==> src/rtl/ccc_cfg_pkg.sv <==
`default_nettype none
// +--------------------------------------------------------------------+
// | ccc_cfg_pkg                                                        |
// | Shared types and widths for the CCC APB reconfiguration block.     |
// | Revision: 1.0                                                      |
// +--------------------------------------------------------------------+
package ccc_cfg_pkg;

    localparam int c_ADDR_W = 6;
    localparam int c_DATA_W = 8;

    typedef enum logic [2:0] {
        ST_IDLE      = 3'd0,
        ST_SETUP     = 3'd1,
        ST_ACCESS    = 3'd2,
        ST_PLL_RST   = 3'd3,
        ST_LOCK_WAIT = 3'd4
    } state_t;

    typedef enum logic [1:0] {
        OP_READ   = 2'b00,
        OP_WRITE  = 2'b01,
        OP_COMMIT = 2'b10,
        OP_RSVD   = 2'b11
    } req_op_t;

    // Only the write encoding drives PWRITE; the reserved code behaves as a read.
    function automatic logic op_is_write(input logic [1:0] op);
        return op == OP_WRITE;
    endfunction

endpackage
`default_nettype wire

==> src/rtl/ccc_sync2.sv <==
`default_nettype none
// +--------------------------------------------------------------------+
// | ccc_sync2                                                          |
// | Two-flop synchronizer, asynchronous active-low reset.              |
// | Revision: 1.0                                                      |
// +--------------------------------------------------------------------+
module ccc_sync2 (
    input  logic clk,
    input  logic rst_n,
    input  logic i_d,
    output logic o_q
);

    logic [1:0] r_sync;

    always_ff @(posedge clk or negedge rst_n) begin
        if (!rst_n) begin
            r_sync <= 2'b00;
        end else begin
            r_sync <= {r_sync[0], i_d};
        end
    end

    assign o_q = r_sync[1];

endmodule
`default_nettype wire

==> src/rtl/ccc_apb_reconfig.sv <==
`default_nettype none
// +--------------------------------------------------------------------+
// | ccc_apb_reconfig                                                   |
// | Request-driven APB initiator and PLL reset/relock sequencer for    |
// | a CCC. Optional lock timeout: define CCC_LOCK_TIMEOUT_EN.          |
// | Revision: 1.0                                                      |
// +--------------------------------------------------------------------+
module ccc_apb_reconfig
    import ccc_cfg_pkg::*;
#(
    parameter int ARST_CYCLES  = 16,
    parameter int LOCK_TIMEOUT = 65535
) (
    input  logic                PCLK,
    input  logic                PRESET_N,
    input  logic                req_valid,
    output logic                req_ready,
    input  logic [1:0]          req_op,
    input  logic [c_ADDR_W-1:0] req_addr,
    input  logic [c_DATA_W-1:0] req_wdata,
    output logic                rsp_valid,
    output logic [c_DATA_W-1:0] rsp_rdata,
    output logic                rsp_err,
    output logic                PSEL,
    output logic                PENABLE,
    output logic                PWRITE,
    output logic [c_ADDR_W-1:0] PADDR,
    output logic [c_DATA_W-1:0] PWDATA,
    input  logic [c_DATA_W-1:0] PRDATA,
    output logic                PLL_ARST_N,
    input  logic                LOCK
);

    if (ARST_CYCLES < 1 || ARST_CYCLES > 255 ||
        LOCK_TIMEOUT < 1 || LOCK_TIMEOUT > 65535) begin : g_bad_params
        $error("ccc_apb_reconfig: ARST_CYCLES or LOCK_TIMEOUT out of range");
    end

    localparam logic [7:0] c_ARST_LAST = 8'(ARST_CYCLES - 1);

    state_t              r_state;
    logic                r_psel;
    logic                r_penable;
    logic                r_pwrite;
    logic [c_ADDR_W-1:0] r_paddr;
    logic [c_DATA_W-1:0] r_pwdata;
    logic                r_rsp_valid;
    logic [c_DATA_W-1:0] r_rsp_rdata;
    logic                r_pll_arst_n;
    logic [7:0]          r_arst_cnt;
    logic                w_lock_sync;

`ifdef CCC_LOCK_TIMEOUT_EN
    localparam logic [15:0] c_TMO_LAST = 16'(LOCK_TIMEOUT - 1);
    logic        r_rsp_err;
    logic [15:0] r_tmo_cnt;
`endif

    ccc_sync2 u_lock_sync (
        .clk   (PCLK),
        .rst_n (PRESET_N),
        .i_d   (LOCK),
        .o_q   (w_lock_sync)
    );

    always_ff @(posedge PCLK or negedge PRESET_N) begin
        if (!PRESET_N) begin
            r_state      <= ST_IDLE;
            r_psel       <= 1'b0;
            r_penable    <= 1'b0;
            r_pwrite     <= 1'b0;
            r_paddr      <= '0;
            r_pwdata     <= '0;
            r_rsp_valid  <= 1'b0;
            r_rsp_rdata  <= '0;
            r_pll_arst_n <= 1'b1;
            r_arst_cnt   <= 8'd0;
`ifdef CCC_LOCK_TIMEOUT_EN
            r_rsp_err    <= 1'b0;
            r_tmo_cnt    <= 16'd0;
`endif
        end else begin
            r_rsp_valid <= 1'b0;
            case (r_state)
                ST_IDLE: begin
                    if (req_valid) begin
                        if (req_op == OP_COMMIT) begin
                            r_state      <= ST_PLL_RST;
                            r_pll_arst_n <= 1'b0;
                            r_arst_cnt   <= 8'd0;
                        end else begin
                            r_state  <= ST_SETUP;
                            r_psel   <= 1'b1;
                            r_pwrite <= op_is_write(req_op);
                            r_paddr  <= req_addr;
                            r_pwdata <= req_wdata;
                        end
                    end
                end
                ST_SETUP: begin
                    r_state   <= ST_ACCESS;
                    r_penable <= 1'b1;
                end
                ST_ACCESS: begin
                    // No PREADY on the CCC port: every transfer completes here.
                    r_state     <= ST_IDLE;
                    r_psel      <= 1'b0;
                    r_penable   <= 1'b0;
                    r_pwrite    <= 1'b0;
                    r_rsp_valid <= 1'b1;
                    r_rsp_rdata <= r_pwrite ? '0 : PRDATA;
`ifdef CCC_LOCK_TIMEOUT_EN
                    r_rsp_err   <= 1'b0;
`endif
                end
                ST_PLL_RST: begin
                    if (r_arst_cnt == c_ARST_LAST) begin
                        r_state      <= ST_LOCK_WAIT;
                        r_pll_arst_n <= 1'b1;
`ifdef CCC_LOCK_TIMEOUT_EN
                        r_tmo_cnt    <= 16'd0;
`endif
                    end else begin
                        r_arst_cnt <= r_arst_cnt + 8'd1;
                    end
                end
                ST_LOCK_WAIT: begin
                    if (w_lock_sync) begin
                        r_state     <= ST_IDLE;
                        r_rsp_valid <= 1'b1;
                        r_rsp_rdata <= '0;
`ifdef CCC_LOCK_TIMEOUT_EN
                        r_rsp_err   <= 1'b0;
                    end else if (r_tmo_cnt == c_TMO_LAST) begin
                        r_state     <= ST_IDLE;
                        r_rsp_valid <= 1'b1;
                        r_rsp_rdata <= '0;
                        r_rsp_err   <= 1'b1;
                    end else if (r_tmo_cnt != 16'hFFFF) begin
                        r_tmo_cnt <= r_tmo_cnt + 16'd1;
`endif
                    end
                end
                default: r_state <= ST_IDLE;
            endcase
        end
    end

    assign req_ready  = (r_state == ST_IDLE);
    assign PSEL       = r_psel;
    assign PENABLE    = r_penable;
    assign PWRITE     = r_pwrite;
    assign PADDR      = r_paddr;
    assign PWDATA     = r_pwdata;
    assign rsp_valid  = r_rsp_valid;
    assign rsp_rdata  = r_rsp_rdata;
    assign PLL_ARST_N = r_pll_arst_n;
`ifdef CCC_LOCK_TIMEOUT_EN
    assign rsp_err    = r_rsp_err;
`else
    assign rsp_err    = 1'b0;
`endif

endmodule
`default_nettype wire
==> config.mk <==
export PLATFORM = sky130hd
export DESIGN_NAME = ccc_apb_reconfig
export DESIGN_NICKNAME = d
export VERILOG_FILES = /design/src/rtl/ccc_cfg_pkg.sv /design/src/rtl/ccc_sync2.sv /design/src/rtl/ccc_apb_reconfig.sv
export SDC_FILE = /design/constraint.sdc
export NUM_CORES = 1
export LEC_CHECK = 0
export CORE_MARGIN = 2
export CORE_UTILIZATION = 49
export DETAILED_ROUTE_END_ITERATION = 8
export PLACE_DENSITY = 0.83
export SYNTH_ARGS = -nofsm -noshare
export SYNTH_HDL_FRONTEND = slang
export SYNTH_SLANG_ARGS = --single-unit
==> constraint.sdc <==
create_clock -name PCLK -period 2.95 [get_ports PCLK]
set_input_delay 0.4425 -clock PCLK [delete_from_list [all_inputs] [get_ports PCLK]]
set_output_delay 0.4425 -clock PCLK [all_outputs]
set_load 0.05 [all_outputs]
Yosys cells after proc, flatten, opt, wreduce, memory -nomap -nowiden
Cells that the tools add are included.

cells by class
  muxes and demuxes = 25
  eq/ne operators = 13
  add/sub/neg operators = 1
  bitwise operators = 1
  reduce and logical (&&, ||, !) cells = 11

operators by type and width
  kind                   number
  $mux W8                5
  $pmux W8 S2            2
  $pmux W3 S4            1
  $pmux W1 S2            5
  $mux W3                3
  $reduce_and A3 Y1      3
  $add A8 B1 Y8 const B  1
  $eq A8 B4 Y1 const B   1
  $mux W1                8
  $ne A2 B2 Y1 const B   4
  $reduce_and A4 Y1      2
  $reduce_bool A2 Y1     4
  $eq A3 B2 Y1 const B   2
  $ne A2 B1 Y1 const B   2
  $eq A3 B1 Y1 const B   1
  $eq A3 B3 Y1 const B   1
  $logic_not A3 Y1       1
  $eq A2 B1 Y1 const B   1
  $eq A2 B2 Y1 const B   1
  $mux W2                1
  $reduce_and A2 Y1      1
  $not A1 Y1             1

word-level totals
  bits in registers = 40
  input port bits = 28
  word-level logic and storage cells = 62

Depth between registers and ports, before layout
Gate-level depths: netlist (run 1).

  depth in word-level cells = 4
  gate-level depth with buffers = 7
  mapped depth without buffers = 5

Modules after synthesis
Synthesis (run 1) repeated with hierarchy kept, for this count alone.

unflattened totals
  cells, all modules = 156
  area total of the unflattened synthesis = 1759.2 µm²

modules (own cells, without submodules)
  module            seq. area each (µm²)  area each (µm²)  instances  cells each
  ccc_apb_reconfig  952.2                 1709.1           1          154
  ccc_sync2         50.0                  50.0             1          2

Worst setup path before layout (run 1)
OpenSTA, ideal clock, no wires.

  path kind = reg-to-output
  from = reg r_state[1]
  to = out req_ready
  arrival = 1586 ps
  path slack = 922 ps
  buffers on the path = 1
  stages on the path, launching flop included = 3
  path through = dfrtp_1 > buf_2 > nor3_1

on the way
  word-level cells in the longest chain between the ends = 1

ends and longest elaborated chain
  what                    line                     RTL
  from (decl)             ccc_apb_reconfig.sv:41   state_t r_state;
  from (signal assigned)  ccc_apb_reconfig.sv:68   r_state <= ST_IDLE;
  from (signal assigned)  ccc_apb_reconfig.sv:88   r_state <= ST_PLL_RST;
  from (signal assigned)  ccc_apb_reconfig.sv:92   r_state <= ST_SETUP;
  $logic_not A3 Y1        ccc_apb_reconfig.sv:149  assign req_ready = (r_state == ST_IDLE);
  to (decl)               ccc_apb_reconfig.sv:17   output logic req_ready,

No other way between the ends.

Worst setup path in the final report (run 1)
  from = reg r_state[0]
  to = out req_ready

Same word-level chain as after synthesis.

==> results of run 1 <==
## layer usage
layer  track usage, %  routed length, um  part of all wire [%]
met5                0                  0                     0
met1             22.3               1500                    39
met4             8.15                 36                  0.95
met2             32.7               1960                    52
met3             6.69                290                   7.7
## worst max-delay path: cells and delay by family (launching register included)
family                 cells  cell delay, ns
and+or+nand+nor            1            0.28
buffers and inverters      1            0.85
DFF                        1            0.51
## cell usage after synthesis
library cell | n | area (um2)
or2b_1 | 1 | 7.51
o31a_1 | 1 | 8.76
ha_1 | 1 | 12.5
clkbuf_2 | 1 | 5.00
dfstp_2 | 1 | 26.3
nand2b_2 | 1 | 8.76
nand3_1 | 12 | 60.1
nor2b_1 | 2 | 12.5
a21oi_1 | 9 | 45.0
inv_1 | 11 | 41.3
dfrtp_1 | 39 | 976
and3_1 | 2 | 12.5
mux2i_1 | 1 | 10.0
xor2_1 | 1 | 8.76
buf_2 | 2 | 10.0
nand2b_1 | 1 | 6.26
o31ai_1 | 2 | 15.0
nand3b_1 | 3 | 22.5
nor4_1 | 1 | 6.26
buf_12 | 1 | 20.0
a31oi_1 | 2 | 12.5
mux2_2 | 6 | 67.6
a21oi_2 | 1 | 8.76
nor3_1 | 1 | 5.00
nand4_1 | 2 | 12.5
buf_6 | 2 | 22.5
nor4b_4 | 1 | 23.8
o21a_1 | 2 | 15.0
nand2_1 | 9 | 33.8
and3b_1 | 1 | 8.76
buf_4 | 2 | 15.0
conb_1 | 1 | 3.75
mux2_4 | 8 | 120
a21o_1 | 1 | 7.51
o21ai_0 | 16 | 80.1
nor2_1 | 4 | 15.0
## through the flow
step	instances	total power (uW)	setup WS, ns
after floorplan	152	2060	0.922
after global placement	245	2500	0.883
after detailed placement	245	2560	0.798
after CTS	253	2850	0.496
after global routing	253	2970	0.411
final	253	2820	0.524
## area by class of cell
class	count	area (um2)	area share [%]
clock buffer	6	51.3	2.18
inverter	11	41.3	1.75
multi-input combinational	93	651	27.6
clock inverter	2	10.0	0.424
sequential	40	1000	42.5
tap	46	57.6	2.44
timing repair buffer	55	546	23.1
## kinds of logic (layout without fill, tap and decap cells)
| group | Yosys count | count (layout) | synth area share [%] |
|---|---|---|---|
| flip-flops | 40 | 40 | 56.7 |
| adder cells (fa/ha/maj) | 1 | 1 | 0.708 |
| multiplexers | 15 | 15 | 11.2 |
| buffers and inverters | 19 | 74 | 6.44 |
| AND/OR/NAND/NOR | 41 | 41 | 13.3 |
| XOR/XNOR | 1 | 1 | 0.496 |
| AO/OA/AOI/OAI | 34 | 34 | 10.9 |
| other | 1 | 1 | 0.212 |
## power breakdown
group	internal (uW)	total (uW)	switching (uW)
Combinational	586	1590	1010
Clock	114	288	174
Sequential	774	943	169
Total	1470	2820	1350
## flip-flops by register name, summed over array words and instances, names as in the netlist
| signal | count |
|---|---|
| PWRITE | 1 |
| PSEL | 1 |
| PADDR | 6 |
| r_state | 3 |
| rsp_rdata | 8 |
| rsp_valid | 1 |
| u_lock_sync.r_sync | 2 |
| PENABLE | 1 |
| PLL_ARST_N | 1 |
| PWDATA | 8 |
| r_arst_cnt | 8 |
## worst paths after layout
check | cells past startpoint | end | slack, ns
max in group asynchronous | 1 | rsp_rdata[3] | 2.20
worst max-delay path | 2 | req_ready | 0.52
worst min register to register | 0 | u_lock_sync.r_sync[1] | 0.37
min in group PCLK | 0 | u_lock_sync.r_sync[1] | 0.37
worst max register to register | 3 | PADDR[3] | 1.17
worst min-delay path | 1 | r_arst_cnt[7] | 0.19
==> metrics.md, run 1 <==
| Metric | Value |
|---|---|
| # clock sinks | 40 |
| Commonest non-fill, non-tap cell in the layout | clkdlybuf4s50_1 |
| Fin util | 69.6% |
| Commonest non-fill, non-tap cells in the layout | clkdlybuf4s50_1, dfrtp_1, o21ai_0 |
| Critical R2R Launch | r_state[0] |
| 1st-iter DRT viols | 112 |
| Post-CTS setup buffer count | 0 |
| Cell Pwr Density | 1200 nW/um2 |
| Worst-skew pair later-pin latency | 0.34 ns |
| Vias/cell | 5.21 |
| Largest stage delay on the critical path | 0.85 ns |
| CP max stage cell | clkdlybuf4s50_1 |
| Chip width | 64.0 um |
| Startpoint Class | register |
| RSZ-0062 raised after global routing | false |
| Vias | 1318 |
| H-tree levels | 2 |
| Die Height | 64.0 um |
| Nets | 235 |
| Seq/Total Area, Yosys | 56.7% |
| Final ANT Viol Nets | 0 |
| Skew final | 0.00830 ns |
| DRC viols | 0 |
| Worst min-delay path class | in2async |
| Worst-path clk slew | 0.12 ns |
| Overall Global Routing Usage | 19.4% |
| Layout cells sized above 1 | 13.0% |
| Clk buf depth | 2 |
| Vias in the first global route | 1335 |
| Post-layout minimum cycle time | 2.43 ns |
| Routability cong. | 0.764 |
| Final Instance Area | 2360 um2 |
| Hold-fix buffers at CTS | 0 |
| Routed WL per cell | 15.0 um |
| Status | complete, no violations |
| Origin of the worst setup path | r_state[0] |
| Fillers | 267 |
| Die area | 4100 um2 |
| Yosys warns | 0 |
| F_max | 0.412 GHz |
| Max Cap Violations | 0 |
| Final worst-path cycle share | 82.2% |
| Initial core utilization | 52.1% |
| Root Buffer | clkbuf_4 |
| Fin. max-slew vios | 0 |
| Syn Area/Cell | 11.6 um2 |
| Library cells used by synthesis | 36 |
| Post-CTS Resized | 0 |
| Cells along the critical path | nor3_1 > clkdlybuf4s50_1 |
| CP arrival | 1.98 ns |
| Final Setup Violations | 0 |
| Final HPWL DP | 2.79 mm |
| Core Box Area | 3390 um2 |
| Pleak | 0.00104 uW |
| Initial antenna violation count | 0 |
| Pin count of the biggest net entering global routing | 41 |
| # port buffers | 55 |
| I/O pin total | 57 |
| WS Path Type | reg2out |
| Final Hold Vio Count | 0 |
| Slew @ Worst Pin | 0.866 ns |
| Total CTS buffers | 5 |
| DP Area | 2300 um2 |
| Largest fanout on the critical path | 9 |
| Hold WS | 0.193 ns |
| Worst EP required | 2.51 ns |
| DRT Pass-1 Iters | 4 |
| First-pass GRT wire length | 6.07 mm |
| Rel. slew slack | 42.2% |
| Register bit total from synthesis | 40 |
| FP Rows | 21 |
| CTS tree | yes |
| Setup TNS | 0 ns |
| Post-Syn Area | 1770 um2 |
| Synth-to-layout area growth | 33.5% |
| Worst IR Drop VDD | 0.681 mV |
| Number of antenna diodes | 0 |
| Synth Net Count | 181 |
| Total wire length | 3.79 mm |
| Cells after Synth | 152 |
| Crit. End Element | output port |
| GRT overflow | 0 |
No activity file was read; power rests on OpenSTA's default activity.
==> inputs of run 2 (changes only) <==
CORE_UTILIZATION = 41   (was 49)
PLACE_DENSITY = 0.74   (was 0.83)
clock period = 2 ns   (was 2.95 ns; I/O delays follow)
==> run 2 against run 1 <==
The run now ends with hold timing left. Register-to-register slack lost 0.98 ns. Combinational power grew 48%. Die area grew 18%. Sequential power grew 46%. Flip-flop and latch count is the same. Design area grew 4.0%. Global-route usage shrank 3.3 points. Clock power grew 140%. Critical endpoint is now PADDR[2]. Highest routed layer unchanged.
==> metrics.md, run 2 (same netlist as run 1, synthesis figures left out) <==
| Metric | Value |
|---|---|
| CP max stage cell | dfrtp_1 (was clkdlybuf4s50_1) |
| Skew final | 0.00702 ns (was 0.00830 ns) |
| 1st-iter DRT viols | 84 (was 112) |
| Synth-to-layout area growth | 38.9% (was 33.5%) |
| Cell internal pwr | 2460 uW (was 1470 uW) |
| Pre-CTS setup slack | 0.00147 ns (was 0.798 ns) |
| Worst-skew pair later-pin latency | 0.29 ns (was 0.34 ns) |
| Hold-fix buffers at CTS | 0 (unchanged) |
| Origin of the worst setup path | r_state[0] (unchanged) |
| Clk buf depth | 2 (unchanged) |
| Setup TNS | 0 ns (unchanged) |
| I/O pin total | 57 (unchanged) |
| Routed WL per cell | 14.0 um (was 15.0 um) |
| Slew @ Worst Pin | 0.610 ns (was 0.866 ns) |
| Worst Slack Setup Final | 0.188 ns (was 0.524 ns) |
| Commonest non-fill, non-tap cell in the layout | clkdlybuf4s50_1 (unchanged) |
| Largest stage delay on the critical path | 0.50 ns (was 0.85 ns) |
| Nets | 239 (was 235) |
| Failing checks | hold timing |
| Status | finished with violations (was complete, no violations) |
| GRT overflow | 0 (unchanged) |
| Die Height | 69.6 um (was 64.0 um) |
| Max Cap Violations | 0 (unchanged) |
| Number of antenna diodes | 0 (unchanged) |
| Final Setup Violations | 0 (unchanged) |
| Gate power share | 53.0% (was 56.4%) |
| Pin count of the biggest net entering global routing | 25 (was 41) |
| Final HPWL DP | 2.61 mm (was 2.79 mm) |
| # port buffers | 55 (unchanged) |
| Post-layout minimum cycle time | 1.81 ns |
| Total wire length | 3.64 mm (was 3.79 mm) |
| Critical R2R Launch | r_state[0] (unchanged) |
| Worst EP required | 2.17 ns (was 2.51 ns) |
| Cells along the critical path | nor4b_4 > nand2b_2 > mux2_4 (was nor3_1 > clkdlybuf4s50_1) |
| Chip width | 69.6 um (was 64.0 um) |
| CTS tree | yes (unchanged) |
| Worst min-delay path class | in2async (unchanged) |
| Post-CTS Resized | 0 (unchanged) |
| Pleak | 0.00109 uW (was 0.00104 uW) |
| Rel. slew slack | 59.4% (was 42.2%) |
| Cell Pwr Density | 1810 nW/um2 (was 1200 nW/um2) |
| Switch share | 44.7% (was 47.8%) |
| Worst-path clk slew | 0.08 ns (was 0.12 ns) |
| Clock power share | 15.9% (was 10.2%) |
| Sequential share of power | 31.2% (was 33.4%) |
| Worst IR Drop VDD | 0.918 mV (was 0.681 mV) |
| Vias in the first global route | 1233 (was 1335) |
| Total CTS buffers | 5 (unchanged) |
| First-pass GRT wire length | 6.08 mm (was 6.07 mm) |
| CP arrival | 1.98 ns (about the same) |
| Crit. End Element | register (was output port) |
| Largest fanout on the critical path | 16 (was 9) |
| Net Switching | 1980 uW (was 1350 uW) |
| Commonest non-fill, non-tap cells in the layout | clkdlybuf4s50_1, dfrtp_1, o21ai_0 (unchanged) |
| Routability cong. | 0.840 (was 0.764) |
| FP Rows | 23 (was 21) |
| Startpoint Class | register (unchanged) |
| Die area | 4850 um2 (was 4100 um2) |
| H-tree levels | 2 (unchanged) |
| Root Buffer | clkbuf_8 (was clkbuf_4) |
| WS Path Type | reg2reg (was reg2out) |
| Hold WS | -0.0131 ns (was 0.193 ns) |
| Final worst-path cycle share | 90.6% |
| Initial core utilization | 43.2% (was 52.1%) |
| DRC viols | 0 (unchanged) |
| Initial antenna violation count | 0 (unchanged) |
| # clock sinks | 40 (unchanged) |
| Vias/cell | 5.08 (was 5.21) |
| DRT Pass-1 Iters | 4 (unchanged) |
| Fin. max-slew vios | 0 (unchanged) |
| Overall Global Routing Usage | 16.1% (was 19.4%) |
| RSZ-0062 raised after global routing | false (unchanged) |
| Core Box Area | 4090 um2 (was 3390 um2) |
| Final ANT Viol Nets | 0 (unchanged) |
| Post-CTS setup buffer count | 0 (unchanged) |
| F_max | 0.552 GHz |
| Layout cells sized above 1 | 15.6% (was 13.0%) |
| Final Hold Vio Count | 22 (was 0) |
| Vias | 1326 (was 1318) |
-- run 2: final cells by class --
| cell class | instances | area [um2] |
|---|---|---|
| fillers | 344 | 1630 |
| clock buffers | 7 | 96.3 |
| multi-input cells | 93 | 651 |
| inverters | 11 | 41.3 |
| well taps | 50 | 62.6 |
| flip-flops and latches | 40 | 1000 |
| clock inverters | 1 | 30.0 |
| repair buffers | 59 | 571 |
-- run 2: routing by layer --
layer | track usage (%) | share of wire [%] | vias to the layer above
met5 | 0 | 0 | -
met4 | 7.05 | 1.7 | 0
met3 | 5.23 | 7.0 | 5
met2 | 24.5 | 47 | 42
met1 | 21.0 | 45 | 641
li1 | - | - | 638
-- run 2: path summary, 6_finish.rpt --
path	endpoint	slack, ns	cells past startpoint
worst min register to register	u_lock_sync.r_sync[1]	0.35	0
worst max-delay path	PADDR[2]	0.19	3
min in group PCLK	u_lock_sync.r_sync[1]	0.35	0
max in group asynchronous	PADDR[2]	1.38	2
worst max register to register	PADDR[2]	0.19	3
worst min-delay path	rsp_rdata[6]	-0.01	1
-- run 2: per-stage QoR --
step	hold WS, ns	power (uW)	utilization, %	cell area [um2]	instances
finish	-0.0131	4440	60.0	2450	261
global route	0.0247	4680	60.0	2450	261
CTS	0.00822	4480	60.0	2450	261
detailed placement	0.325	3760	57.0	2330	253
global placement	0.316	3720	57.0	2330	253
floorplan	0.00441	3040	-	1770	152
-- run 2: power by group through the flow --
stage          clock [uW]  combinational, uW  sequential [uW]
5_1_grt               763               2480             1430
4_1_cts               727               2370             1380
3_3_place_gp            0               2330             1390
6_report              703               2350             1380
2_1_floorplan           0                767             2270
3_5_place_dp            0               2370             1390
-- run 2: worst max-delay path: cells and delay by family (launching register included) --
kind / cells / cell delay, ns
multiplexers: 1 / 0.40
flip-flops: 1 / 0.50
AND/OR/NAND/NOR: 2 / 0.79
==> inputs of run 3 (changes only) <==
ABC_AREA = 1   (was not set)
CELL_PAD_IN_SITES_DETAIL_PLACEMENT = 1   (was not set)
CELL_PAD_IN_SITES_GLOBAL_PLACEMENT = 1   (was not set)
CORE_UTILIZATION = 30   (was 41)
PLACE_DENSITY = 0.73   (was 0.74)
==> run 3 against run 2 <==
Sequential power down 25%. Synthesized cell count up 48%. Non-clock buffer count stayed put. The run now ends clean.
==> metrics.md, run 3 <==
| Metric | Value |
|---|---|
| WS Path Type | reg2out (was reg2reg) |
| Post-CTS setup buffer count | 0 (unchanged) |
| CP arrival | 1.51 ns (was 1.98 ns) |
| Pleak | 0.00134 uW (was 0.00109 uW) |
| Initial antenna violation count | 0 (unchanged) |
| Yosys warns | 0 (unchanged) |
| Highest metal used | met4 (unchanged) |
| Synth area leader | dfrtp_1 (unchanged) |
| Post-Syn Area | 1880 um2 (was 1770 um2) |
| Met3 routed WL | 352 um (was 255 um) |
| # clock sinks | 40 (unchanged) |
| Largest fanout on the critical path | 3 (was 16) |
| Synth-to-layout area growth | 39.5% (was 38.9%) |
| Status | complete, no violations (was finished with violations) |
| DRT Pass-1 Iters | 4 (unchanged) |
| Sequential share of power | 38.7% (was 31.2%) |
| Cells after Synth | 225 (was 152) |
| CP max stage cell | clkdlybuf4s50_1 (was dfrtp_1) |
| Root Buffer | clkbuf_8 (unchanged) |
| Vias in the first global route | 1786 (was 1233) |
| Final HPWL DP | 3.54 mm (was 2.61 mm) |
| Most frequent cell after synthesis | nand2_1 (was dfrtp_1) |
| Crit. End Element | output port (was register) |
| Vias/cell | 4.75 (was 5.08) |
| Commonest non-fill, non-tap cell in the layout | nand2_1 (was clkdlybuf4s50_1) |
| Final Setup Violations | 0 (unchanged) |
| Initial core utilization | 31.4% (was 43.2%) |
| Synth top area share | 51.9% (was 55.2%) |
| Final Instance Area | 2620 um2 (was 2450 um2) |
| Die area | 6920 um2 (was 4850 um2) |
| Max Cap Violations | 0 (unchanged) |
| WL met2 | 2.20 mm (was 1.70 mm) |
| Pin count of the biggest net entering global routing | 22 (was 25) |
| Layout cells sized above 1 | 11.8% (was 15.6%) |
| Die Height | 83.2 um (was 69.6 um) |
| Cell Pwr Density | 1020 nW/um2 (was 1810 nW/um2) |
| Top FF cell, synth | dfrtp_1 (unchanged) |
| Largest stage delay on the critical path | 0.83 ns (was 0.50 ns) |
| Cell internal pwr | 1560 uW (was 2460 uW) |
| Chip width | 83.2 um (was 69.6 um) |
| Net Switching | 1120 uW (was 1980 uW) |
| Hold Crit Endpoint | u_lock_sync.r_sync[1] |
| Critical path depth | 1 (was 3) |
| R2R Setup Slk | 0.55 ns (was 0.19 ns) |
| Worst-skew pair later-pin latency | 0.29 ns (about the same) |
| DP Area | 2530 um2 (was 2330 um2) |
| Routed WL per cell | 12.7 um (was 14.0 um) |
| Setup TNS | 0 ns (unchanged) |
| First-pass GRT wire length | 8.04 mm (was 6.08 mm) |
| Library cells used by synthesis | 26 (was 36) |
| Number of antenna diodes | 0 (unchanged) |
| Final worst-path cycle share | 90.5% (was 90.6%) |
| Commonest non-fill, non-tap cells in the layout | nand2_1, clkdlybuf4s50_1, nand3_1 (was clkdlybuf4s50_1, dfrtp_1, o21ai_0) |
| Skew final | 0.00784 ns (was 0.00702 ns) |
| Cells along the critical path | clkdlybuf4s50_1 (was nor4b_4 > nand2b_2 > mux2_4) |
| Register bit total from synthesis | 40 (unchanged) |
| Fin. max-slew vios | 0 (unchanged) |
| Worst EP required | 1.70 ns (was 2.17 ns) |
| DRC viols | 0 (unchanged) |
| Synth area leaders | dfrtp_1, nand2_1, nand3_1 (was dfrtp_1, mux2_4, o21ai_0) |
| DRT met1 WL | 1.97 mm (was 1.63 mm) |
| Clock power share | 19.5% (was 15.9%) |
| 1st-iter DRT viols | 57 (was 84) |
| Synth Net Count | 254 (was 181) |
| Nets | 316 (was 239) |
| GRT overflow | 0 (unchanged) |
| Post-layout minimum cycle time | 1.81 ns (about the same) |
| Syn Area/Cell | 8.36 um2 (was 11.6 um2) |
| Rel. slew slack | 64.7% (was 59.4%) |
| Final Hold Vio Count | 0 (was 22) |
| Worst-path clk slew | 0.08 ns (about the same) |
| Hold WS | 0.347 ns (was -0.0131 ns) |
| Overall Global Routing Usage | 14.3% (was 16.1%) |
| Fin util | 43.8% (was 60.0%) |
| Routability cong. | 0.747 (was 0.840) |
| Startpoint Class | register (unchanged) |
| Vias | 1719 (was 1326) |
| Async SR Flop Fraction | 100% (unchanged) |
| Reg2Reg Depth | 7 (was 3) |
| H-tree levels | 2 (unchanged) |
| CTS tree | yes (unchanged) |
| FP Rows | 28 (was 23) |
| Hold Startpoint | u_lock_sync.r_sync[0] |
| Slew @ Worst Pin | 0.527 ns (was 0.610 ns) |
| # port buffers | 55 (unchanged) |
| F_max | 0.552 GHz (about the same) |
| Clk buf depth | 2 (unchanged) |
| Gate power share | 41.8% (was 53.0%) |
| Final ANT Viol Nets | 0 (unchanged) |
| WHS Path Cells | 0 |
| Origin of the worst setup path | PWRITE (was r_state[0]) |
| Total wire length | 4.58 mm (was 3.64 mm) |
| Core Box Area | 5990 um2 (was 4090 um2) |
| Worst IR Drop VDD | 0.548 mV (was 0.918 mV) |
| Family with the most delay on the worst path | buffers and inverters (was simple AND/OR/NAND/NOR gates) |
| RSZ-0062 raised after global routing | false (unchanged) |
| Buf+Inv Stages, Crit Path | 1 (was 0) |
| Switch share | 41.9% (was 44.7%) |
| Fillers | 733 (was 344) |
| Seq/Total Area, Yosys | 53.3% (was 56.7%) |
| Post-synth EDFFs | 0 (unchanged) |
| Total CTS buffers | 5 (unchanged) |
| Critical R2R Launch | r_arst_cnt[0] (was r_state[0]) |
| I/O pin total | 57 (unchanged) |
| Worst min-delay path class | reg2reg (was in2async) |
| Post-synth top cells | nand2_1, nand3_1, dfrtp_1, inv_1, nor2_1 (was dfrtp_1, o21ai_0, nand3_1, inv_1) |
| Reg2reg end | r_arst_cnt[4] (was PADDR[2]) |
-- run 3: cell types whose count changed after synthesis, sizes merged, moves of 7 or more --
cell,before,now
o21ai,16,2
mux2,14,0
nand3,12,45
a21oi,10,3
nor2,4,18
inv,11,20
nand2,9,84
-- run 3: worst max path at each step --
stage,to
final,PWRITE
after global routing,PWRITE
after CTS,PWRITE
after detailed placement,r_arst_cnt[4]
after global placement,r_arst_cnt[7]
after floorplan,req_ready
-- run 3: logic make-up (layout without fill, tap and decap cells) --
family | count (synthesis) | after routing | share of synthesized area (%)
flip-flops | 40 | 40 | 53.3
AND/OR/NAND/NOR | 152 | 152 | 37.7
adder cells (fa/ha/maj) | 1 | 1 | 0.665
other | 1 | 1 | 0.199
AO/OA/AOI/OAI | 6 | 6 | 2.13
buffers and inverters | 25 | 87 | 6.05
-- run 3: metal layers --
layer,up-vias,global-route usage [%]
met5,-,0
li1,838,-
met3,5,5.86
met1,832,17.1
met2,44,23.6
met4,0,4.32
-- run 3: stage by stage --
| step | setup WS, ns | cells | power, uW |
|---|---|---|---|
| floorplan | 0.683 | 225 | 1790 |
| global placement | 0.331 | 354 | 2170 |
| detailed placement | 0.298 | 354 | 2190 |
| CTS | 0.155 | 362 | 2730 |
| global route | 0.133 | 362 | 2860 |
| finish | 0.189 | 362 | 2680 |
-- run 3: layout make-up --
type	count	area [um2]	share of cell area, %
Clock buffer	5	68.8	2.62
Inverter	21	82.6	3.15
Timing Repair Buffer	59	598	22.8
Tap cell	75	93.8	3.58
Clock inverter	2	12.5	0.477
Multi-Input combinational cell	160	764	29.2
Sequential cell	40	1000	38.2
-- run 3: repair_timing --
action | in CTS | in global routing
setup endpoints to repair | 0 | 0
hold buffers | 1 | 0
hold endpoints to repair | 18 | 0
gates resized for setup | 0 | 0
-- run 3: power groups by stage --
stage / registers [uW] / logic (uW) / clock network (uW)
6_report: 1040 / 1120 / 522
5_1_grt: 1060 / 1220 / 584
4_1_cts: 1040 / 1140 / 544
3_5_place_dp: 1050 / 1140 / 0
3_3_place_gp: 1050 / 1120 / 0
2_1_floorplan: 1380 / 406 / 0
